$ cat src/rtl/arbitro_transferencia.sv
// Round-robin arbiter granting two CPUs access to a shared transfer area,
// with a 2-flop synchronized four-phase handshake to the peripheral.
module arbitro_transferencia #(
    parameter int TIMEOUT = 16,
    parameter int CW      = 8
) (
    input  logic          clock,
    input  logic          reset,
    input  logic          req0,
    input  logic          req1,
    input  logic [1:0]    dado0,
    input  logic [1:0]    dado1,
    output logic          gnt0,
    output logic          gnt1,
    output logic          done0,
    output logic          done1,
    output logic [1:0]    send,
    output logic [1:0]    dadoT,
    input  logic [1:0]    ack,
    output logic          erro,
    output logic [CW-1:0] cnt_transf
);

    localparam logic [2:0] IDLE   = 3'd0;
    localparam logic [2:0] ENVIA  = 3'd1;
    localparam logic [2:0] LIBERA = 3'd2;
    localparam logic [2:0] FIM    = 3'd3;
    localparam logic [2:0] ERRO   = 3'd4;

    localparam int TW = $clog2(TIMEOUT + 1);
    localparam logic [TW-1:0] TMAX = TW'(TIMEOUT - 1);

    logic [2:0]    state;
    logic [2:0]    next_state;
    logic [1:0]    ack_m;
    logic [1:0]    ack_s;
    logic [TW-1:0] tmr;
    logic          owner;
    logic          prio;
    logic          ativo;
    logic          winner;
    logic          ack_bad;
    logic          own;

    assign ack_bad = ack_s[1];
    assign winner  = (req0 && req1) ? prio : req1;

    always_comb begin
        next_state = state;
        case (state)
            IDLE: begin
                // ativo holds off arbitration for one edge after reset release
                if (ativo && (req0 || req1))
                    next_state = ENVIA;
            end
            ENVIA: begin
                if (ack_bad)
                    next_state = ERRO;
                else if (ack_s == 2'b01)
                    next_state = LIBERA;
                else if (tmr == TMAX)
                    next_state = ERRO;
            end
            LIBERA: begin
                if (ack_bad)
                    next_state = ERRO;
                else if (ack_s == 2'b00)
                    next_state = FIM;
                else if (tmr == TMAX)
                    next_state = ERRO;
            end
            FIM:     next_state = IDLE;
            ERRO:    next_state = IDLE;
            default: next_state = IDLE;
        endcase
    end

    always_ff @(posedge clock or negedge reset) begin
        if (!reset) begin
            state      <= IDLE;
            ack_m      <= 2'b00;
            ack_s      <= 2'b00;
            tmr        <= '0;
            owner      <= 1'b0;
            prio       <= 1'b0;
            ativo      <= 1'b0;
            dadoT      <= 2'b00;
            cnt_transf <= '0;
        end else begin
            ack_m <= ack;
            ack_s <= ack_m;
            ativo <= 1'b1;
            state <= next_state;
            if (state == IDLE && next_state == ENVIA) begin
                owner <= winner;
                dadoT <= winner ? dado1 : dado0;
            end
            if (next_state != state)
                tmr <= '0;
            else if (state == ENVIA || state == LIBERA)
                tmr <= tmr + 1'b1;
            if (state == LIBERA && next_state == FIM)
                cnt_transf <= cnt_transf + CW'(1);
            if (next_state == FIM || next_state == ERRO)
                prio <= ~owner;
        end
    end

    // Outputs decode from state so an async reset drops them at once
    assign own   = (state == ENVIA) || (state == LIBERA) || (state == FIM);
    assign gnt0  = own && !owner;
    assign gnt1  = own && owner;
    assign send  = {1'b0, state == ENVIA};
    assign done0 = (state == FIM) && !owner;
    assign done1 = (state == FIM) && owner;
    assign erro  = (state == ERRO);

endmodule
$ cat config.mk
export PLATFORM = sky130hd
export DESIGN_NAME = arbitro_transferencia
export DESIGN_NICKNAME = d
export VERILOG_FILES = /design/src/rtl/arbitro_transferencia.sv
export SDC_FILE = /design/constraint.sdc
export NUM_CORES = 1
export LEC_CHECK = 0
export ABC_AREA = 1
export CAP_MARGIN = 5
export CORE_MARGIN = 2
export CORE_UTILIZATION = 40
export CTS_CLUSTER_DIAMETER = 40
export DETAILED_ROUTE_END_ITERATION = 10
export PLACE_DENSITY = 0.65
export SYNTH_ARGS = -nofsm -noshare
export SYNTH_HDL_FRONTEND = slang
export SYNTH_SLANG_ARGS = --single-unit
$ cat constraint.sdc
create_clock -name clock -period 2.1 [get_ports clock]
set_input_delay 0.21 -clock clock [delete_from_list [all_inputs] [get_ports clock]]
set_output_delay 0.21 -clock clock [all_outputs]
set_load 0.02 [all_outputs]
======== Word-level counts from Yosys, hierarchy flattened ========
Cells that the tools add are included.
word-level totals
  flip-flop bits (word level) ............. 25
  input port bits ......................... 10
operators by class
  reductions and logical operators ........ 16
  mux-type cells .......................... 11
  equality and inequality tests ........... 10
  bitwise operators ....................... 1
  $add $sub $neg .......................... 2
operators by type and width
  kind                   number
  $mux W3                6
  $mux W5                2
  $eq A3 B2 Y1 const B   3
  $pmux W3 S3            1
  $add A8 B1 Y8 const B  1
  $logic_and A1 B1 Y1    8
  $eq A3 B1 Y1 const B   2
  $eq A3 B3 Y1 const B   2
  $add A5 B1 Y5 const B  1
  $eq A5 B4 Y1 const B   1
  $logic_or A1 B1 Y1     4
  $logic_not A3 Y1       1
  $ne A3 B3 Y1           1
  $eq A2 B1 Y1 const B   1
  $logic_not A2 Y1       1
  $mux W2                1
  $reduce_bool A2 Y1     1
  $logic_not A1 Y1       1
  $mux W1                1
  $not A1 Y1             1

======== Longest topological paths before layout ========
Gate-level depths: netlist of run 1.
  depth in word-level cells ............... 7
  mapped depth ............................ 12

======== Worst setup path before layout of run 1 ========
Ideal clock, no wire load.
  kind .................................... reg-to-reg
  from .................................... register tmr[0]
  to ...................................... register cnt_transf[1]
  period minus slack after synthesis ...... 1740 ps
  arrival ................................. 1615 ps
  buffers on the path ..................... 0
  cell stages (with the launch flop) ...... 9
  library setup time ...................... 125 ps
  data required time ...................... 1975 ps
  setup slack ............................. 360 ps
  path through ............................ dfrtp_1 ha_1 and3_1 ha_1 inv_1 nand2_1 nand2_1 nand3_4 mux2_4
on the way
  longest elaborated chain between the ends .. 7
  elaborated cells between the ends (all ways) .. 9
  classes of those cells .................. eq/ne: 2; mux: 6; reduce/logical: 1
ends and longest elaborated chain
  what                        line    source
  start: declaration          37      logic [TW-1:0] tmr;
  start signal: assignment    101     tmr <= tmr + 1'b1;
  $eq A5 B4 Y1 *              61, 69
  $mux W3 *                   61, 69
  $mux W3 (on tied branches)  67, 59
  $mux W3 (on tied branches)  65, 57
  $pmux W3 S3 *               50      case (state)
  $eq A3 B2 Y1 *              102     if (state == LIBERA && next_state == FIM)
  $logic_and A1 B1 Y1 *       102
  end signal: assignment      103     cnt_transf <= cnt_transf + CW'(1);
  end: declaration            21      output logic [CW-1:0] cnt_transf
Mark *: on every way between the ends. The rest lies on a longest branch, timed or not.
A chain may end at the register's enable or synchronous reset.

======== Worst setup path after layout of run 1 ========
  from .................................... register state[2]
  to ...................................... output done1
on the way
  longest elaborated chain between the ends .. 2
ends and longest elaborated chain
  what                      line  source
  start: declaration        33    logic [2:0] state;
  start signal: assignment  93    state <= next_state;
  $eq A3 B2 Y1              115   assign done1 = (state == FIM) && owner;
  $logic_and A1 B1 Y1       115
  end: declaration          16    output logic done1,
No other way between the ends.

==> results of run 1 <==
[path summary, 6_finish.rpt]
check                                 to  slack [ns]  cells after the start     start
max reg2reg                cnt_transf[1]        0.24                      8    tmr[0]
max in group asynchronous       state[1]        1.60                      2     reset
min in group clock              ack_m[1]        0.32                      1    ack[1]
max                                done1        0.15                      4  state[2]
min reg2reg                     ack_s[0]        0.36                      0  ack_m[0]
min                                 prio        0.25                      2     reset
[cell families (layout without fill, tap and decap cells)]
group | count (synthesis) | count (layout) | synth area share [%]
fa+ha+maj | 3 | 3 | 3.01
compound gates | 10 | 10 | 4.81
xor+xnor | 10 | 10 | 7.01
simple gates | 76 | 76 | 27.9
other cells | 2 | 2 | 0.601
mux | 1 | 1 | 1.20
flops | 25 | 25 | 50.1
buf+inv | 17 | 46 | 5.41
[state kept, by name (all words and copies together), names as in the netlist]
signal,count
ack_m,2
ack_s,2
ativo,1
cnt_transf,8
dadoT,2
owner,1
prio,1
state,3
tmr,5
[layout by cell type, fill, tap and decap left out, types with 2 or more instances in the layout]
cell type        netlist  routed
a31oi_1                2       2
clkbuf_4               0       3
clkdlybuf4s50_1        0      22
conb_1                 2       2
dfrtp_1               25      24
dlymetal6s2s_1         0       2
ha_1                   3       3
inv_1                 15      15
nand2_1               30      30
nand2_2                2       2
nand3_1               11      11
nand4_1                2       2
nor2_1                22      22
nor2_2                 2       2
nor3_1                 2       2
nor3_2                 2       2
o21ai_0                4       4
xnor2_1                3       3
xor2_1                 7       7
[per-stage QoR]
stage / std cells / area, µm²
detailed placement: 202 / 1540
global placement: 202 / 1540
floorplan: 144 / 1250
CTS: 206 / 1570
global route: 206 / 1570
finish: 206 / 1570
[final cells by class]
class,count,share of cell area [%]
clock buffers,4,1.67
well taps,33,2.63
flip-flops and latches,25,39.9
repair buffers,26,16.6
inverters,16,3.82
multi-input cells,102,35.4
[routing by layer]
metal  part of all wire (%)  vias to the layer above  wire length [µm]
met1                     48                      438              1110
li1                       -                      512                 -
met2                     50                       14              1160
met5                      0                        -                 0
met3                    2.4                        0                56
met4                      0                        0                 0
[repair_timing]
action	4_1_cts	5_1_grt
buffers inserted	0	0
gates resized for setup	1	3
endpoints found under the hold margin	0	0
setup endpoints to repair	1	2
[report_power, final]
part	internal [mW]	total (mW)	switching (mW)	leakage, nW
sequential	0.556	0.624	0.0683	0.323
combinational	0.200	0.465	0.265	0.450
clock	0.0741	0.208	0.134	0.0150
total	0.830	1.30	0.467	0.788
==> results_dict.tcl, run 1 <==
set metrics [dict create \
    drc 0 \
    fmaxAchievable_ghz 0.513 \
    grt_max_degree 26 \
    antenna_cells 0 \
    total_leakage_power_nw 0.788 \
    netlist_top_cells_area "dfrtp_1 (50%), nand2_1 (9.0%), nor2_1 (6.6%), xor2_1 (4.9%), inv_1 (4.5%)" \
    num-fill-cells 283 \
    start_kind "register" \
    vertical_die_dimension_um 59.9 \
    floorplan.rows 20 \
    synth-seq-area-share_pct 50.1 \
    critical_path.cell_chain "inv_2, nand3_1, nor2_1, clkdlybuf4s50_1" \
    most_frequent_cells_after_synthesis "nand2_1 (30), dfrtp_1 (25), nor2_1 (22)" \
    grt_busiest_layer "met2" \
    utilization_pct 52.3 \
    die_w_um 59.9 \
    report.final.setup_viol 0 \
    drt_iter0_markers 14 \
    vdd_drop_max_v 0.000415 \
    gp_congestion 0.945 \
    synth_most_common_cell "nand2_1" \
    grt_setup_unrepaired "no" \
    port-buffer-count 25 \
    report.final.hold_viol_count 0 \
    synth_async_sr_flop_share_pct 100 \
    dp.final_hpwl_mm 1.81 \
    syn_avg_cell_area_um2 8.67 \
    grt_remaining_overflow 0 \
    path_delay_family "buffers and inverters" \
    vias_in_the_first_global_route 883 \
    areaGrowthSynthToFinish_pct 25.9 \
    detail-route-antenna-nets 0 \
    cts-root-buf "clkbuf_4" \
    firstDrtPassIters 4 \
    critical_path.max_stage_delay_ns 0.60 \
    clkLatencyLatePin_ns 0.31 \
    timing.hold.ws_ns 0.247 \
    outcome "completed" \
    timing.setup.critical_path_class "register to output pin" \
    synth_largest_type_area_fraction_pct 50.1 \
    period_minus_slack_ns 1.95 \
    synth_warnings 0 \
    post_synthesis_net_count 157 \
    start_util_pct 41.6 \
    m2_gr_usage_pct 22.7 \
    clk_pin_slew_ns 0.13 \
    cts_num_sinks 25 \
    design.portCount 27 \
    ys.flop_type "dfrtp_1" \
    synth_largest_area_cell "dfrtp_1" \
    timing.clock.skew_ns 0.00122 \
    h-tree-depth 1 \
    synthesis.area_mm2 0.00125 \
    gr-usage-met1_pct 20.4 \
    hold_path.class "input port to asynchronous set/reset pin" \
    pre_cts_ws_ns 0.243 \
    register_area_um2 627 \
    ys_ff_latch 25 \
    required_ns 1.89 \
    crit_slowest_cell "clkdlybuf4s50_1" \
    tns_ns 0 \
    synth-edff-count 0 \
    yosysUniqueCellTypes 26 \
    fin_crit_sh_pct 92.8 \
    slew_violations 0 \
    cts_made_buffers 3 \
    post_drt_wl_per_cell_um 11.3 \
    viasPerCell 4.68 \
    grt_use_total_pct 14.6 \
    core_mm2 0.00300 \
    worst_ep_arrival_time_ns 1.74 \
    syn-instance-count 144 \
    num-nets-final 187 \
    max-clock-path-buffers 2 \
    vias 964 \
    post-route-worst-setup-slack_ns 0.150 \
    groute.layer.met3.usage_pct 2.16 \
    total_power_mw 1.30 \
    routed_wl_mm 2.33 \
    final_layout_size_suffix_gt1_share_pct 9.25 \
    tritoncts_clock_tree "done" \
    fp.dieArea_mm2 0.00358 \
    p_per_area_mw_per_mm2 826 \
    end_kind "output pin" \
    crit_buf_inv 2 \
    area_of_combinational_cells_with_multiple_inputs_um2 556 \
    cts_hold_repair.buffers 0 \
    antenna_found_initial 0 \
    max_cap_violations 0 \
    critical_path.max_fanout 7 \
    grt_first_pass_wirelength_mm 3.90 \
]
Power figures use the tool's default switching activity.
==> inputs of run 2 (changes only) <==
--- a/config.mk
+++ b/config.mk
@@ -8,10 +8,10 @@
 export ABC_AREA = 1
 export CAP_MARGIN = 5
 export CORE_MARGIN = 2
-export CORE_UTILIZATION = 40
+export CORE_UTILIZATION = 30
 export CTS_CLUSTER_DIAMETER = 40
 export DETAILED_ROUTE_END_ITERATION = 10
-export PLACE_DENSITY = 0.65
+export SLEW_MARGIN = 10
 export SYNTH_ARGS = -nofsm -noshare
 export SYNTH_HDL_FRONTEND = slang
 export SYNTH_SLANG_ARGS = --single-unit
==> run 2 against run 1 <==
Effect of this change: clock-buffer cell count is 1 lower; first-iteration DRC count increased by 79%; final cell count grew 8.3%; utilization shrank 12 points; worst setup slack improved by 0.011 ns; register-to-register slack worse by 0.02 ns; combinational power is essentially flat; fmax increased by 0.57%; power up 5.6%; sequential power about the same; wire length up 5.4%; largest cell class unchanged.
==> results_dict.tcl, run 2 (synthesis results as in run 1) <==
set metrics [dict create \
    outcome "completed" \
    routed_wl_mm 2.46 \
    fp.dieArea_mm2 0.00469 \
    layout_common_cells "nand2_1 (30), dfrtp_1 (25), nor2_1 (22), clkdlybuf4s50_1 (22), inv_1 (15)" \
    timing.hold.ws_ns 0.310 \
    max_flop_register "cnt_transf" \
    design.portCount 27 \
    period_minus_slack_ns 1.94 \
    vertical_die_dimension_um 68.5 \
    slew_violations 0 \
    critical_path_cell_count 4 \
    critical_path.max_fanout 7 \
    die_w_um 68.5 \
    detail-route-antenna-nets 0 \
    areaGrowthSynthToFinish_pct 29.4 \
    firstDrtPassIters 4 \
    timing.clock.skew_ns 0.00611 \
    worst_ep_arrival_time_ns 1.73 \
    start_kind "register" \
    crit_buf_inv 2 \
    total_leakage_power_nw 0.811 \
    antenna_cells 0 \
    end_kind "output pin" \
    num-nets-final 187 \
    clk_pin_slew_ns 0.09 \
    post-route-worst-setup-slack_ns 0.161 \
    clkLatencyLatePin_ns 0.26 \
    p_per_area_mw_per_mm2 848 \
    placedCellCount 219 \
    grt_max_degree 26 \
    max_cap_violations 0 \
    path_delay_family "buffers and inverters" \
    grt_setup_unrepaired "no" \
    grt_use_total_pct 12.0 \
    gp_congestion 0.925 \
    num-fill-cells 412 \
    cts_made_buffers 3 \
    final_layout_size_suffix_gt1_share_pct 9.25 \
    fin_crit_sh_pct 92.3 \
    pre_cts_ws_ns 0.212 \
    viasPerCell 4.46 \
    report.final.setup_viol 0 \
    port-buffer-count 25 \
    floorplan.rows 23 \
    layout.cells.most_common "nand2_1" \
    critical_path.cell_chain "inv_2, nand3_1, nor2_1, clkdlybuf4s50_1" \
    max-clock-path-buffers 2 \
    tritoncts_clock_tree "done" \
    vdd_drop_max_v 0.000560 \
    drc 0 \
    report.final.hold_viol_count 0 \
    timing.setup.critical_path_class "register to output pin" \
    drt_iter0_markers 25 \
    tns_ns 0 \
    fmaxAchievable_ghz 0.516 \
    final_cell_count_no_fill 223 \
    ff2ff_path_depth 8 \
    number_of_flip_flops_under_the_largest_register_name 8 \
    crit_slowest_cell "clkdlybuf4s50_1" \
    grt_remaining_overflow 0 \
    post_drt_wl_per_cell_um 11.0 \
    utilization_pct 40.4 \
    vias_in_the_first_global_route 1000 \
    antenna_found_initial 0 \
    start_util_pct 31.2 \
    h-tree-depth 1 \
    cts-root-buf "clkbuf_8" \
    grt_first_pass_wirelength_mm 4.27 \
    critical_path.max_stage_delay_ns 0.62 \
    dp.final_hpwl_mm 1.98 \
    required_ns 1.89 \
    hold_path.class "input port to asynchronous set/reset pin" \
    vias 994 \
    core_mm2 0.00400 \
    reg.largest.list "cnt_transf: 8 flops, tmr: 5 flops, state: 3 flops" \
    cts_num_sinks 25 \
    postCtsSetupBuffers 0 \
]
run 2: changes by cell type in the layout (fill, tap and decap cells not counted):
cell / before / now
clkbuf_1: 1 / 0
clkbuf_4: 3 / 0
clkbuf_8: 0 / 3
clkinv_2: 0 / 1
dfrtp_1: 24 / 25
dfrtp_2: 1 / 0
dlygate4sd2_1: 1 / 0
dlymetal6s2s_1: 2 / 3
run 2: path summary, 6_finish.rpt:
kind / endpoint / startpoint / slack, ns
worst max-delay path: done1 / state[2] / 0.16
worst min-delay path: state[2] / reset / 0.31
worst max register to register: cnt_transf[1] / tmr[0] / 0.22
worst min register to register: ack_s[1] / ack_m[1] / 0.36
max in group asynchronous: cnt_transf[0] / reset / 1.55
min in group clock: ack_s[1] / ack_m[1] / 0.36
run 2: worst register-to-register path, stage by stage, from the launching register on:
cell,delay (ns)
dfrtp_1,0.41
ha_1,0.23
and3_1,0.19
ha_1,0.18
inv_1,0.08
nand2_1,0.07
nand2_1,0.12
nand3_4,0.16
mux2_4,0.34
run 2: cell type report:
type                    count  area (µm²)  share of cell area, %
clock buffers               3        41.3                   2.56
well taps                  50        62.6                   3.87
clock inverters             1        5.00                  0.310
flip-flops and latches     25         626                   38.7
multi-input cells         102         556                   34.4
repair buffers             26         265                   16.4
inverters                  16        60.1                   3.72
run 2: metal layers:
metal,global-route usage [%],part of all wire (%)
met3,2.44,2.1
met2,19.4,53
met5,0,0
met4,4.00,0.90
met1,16.2,44
run 2: through the flow:
| stage | power (mW) | instance area (µm²) |
|---|---|---|
| after CTS | 1.40 | 1610 |
| after detailed placement | 1.11 | 1560 |
| after floorplan | 0.918 | 1250 |
| after global routing | 1.48 | 1620 |
| after global placement | 1.10 | 1560 |
| final | 1.37 | 1620 |
run 2: power breakdown:
part,internal [mW],switching [mW],leakage [nW]
combinational,0.202,0.266,0.462
sequential,0.556,0.0692,0.324
clock,0.132,0.145,0.0255
run 2: what timing repair did:
| action | CTS | global route |
|---|---|---|
| hold buffers | 0 | 0 |
| resized for setup | 0 | 3 |
| setup endpoints to repair | 0 | 3 |
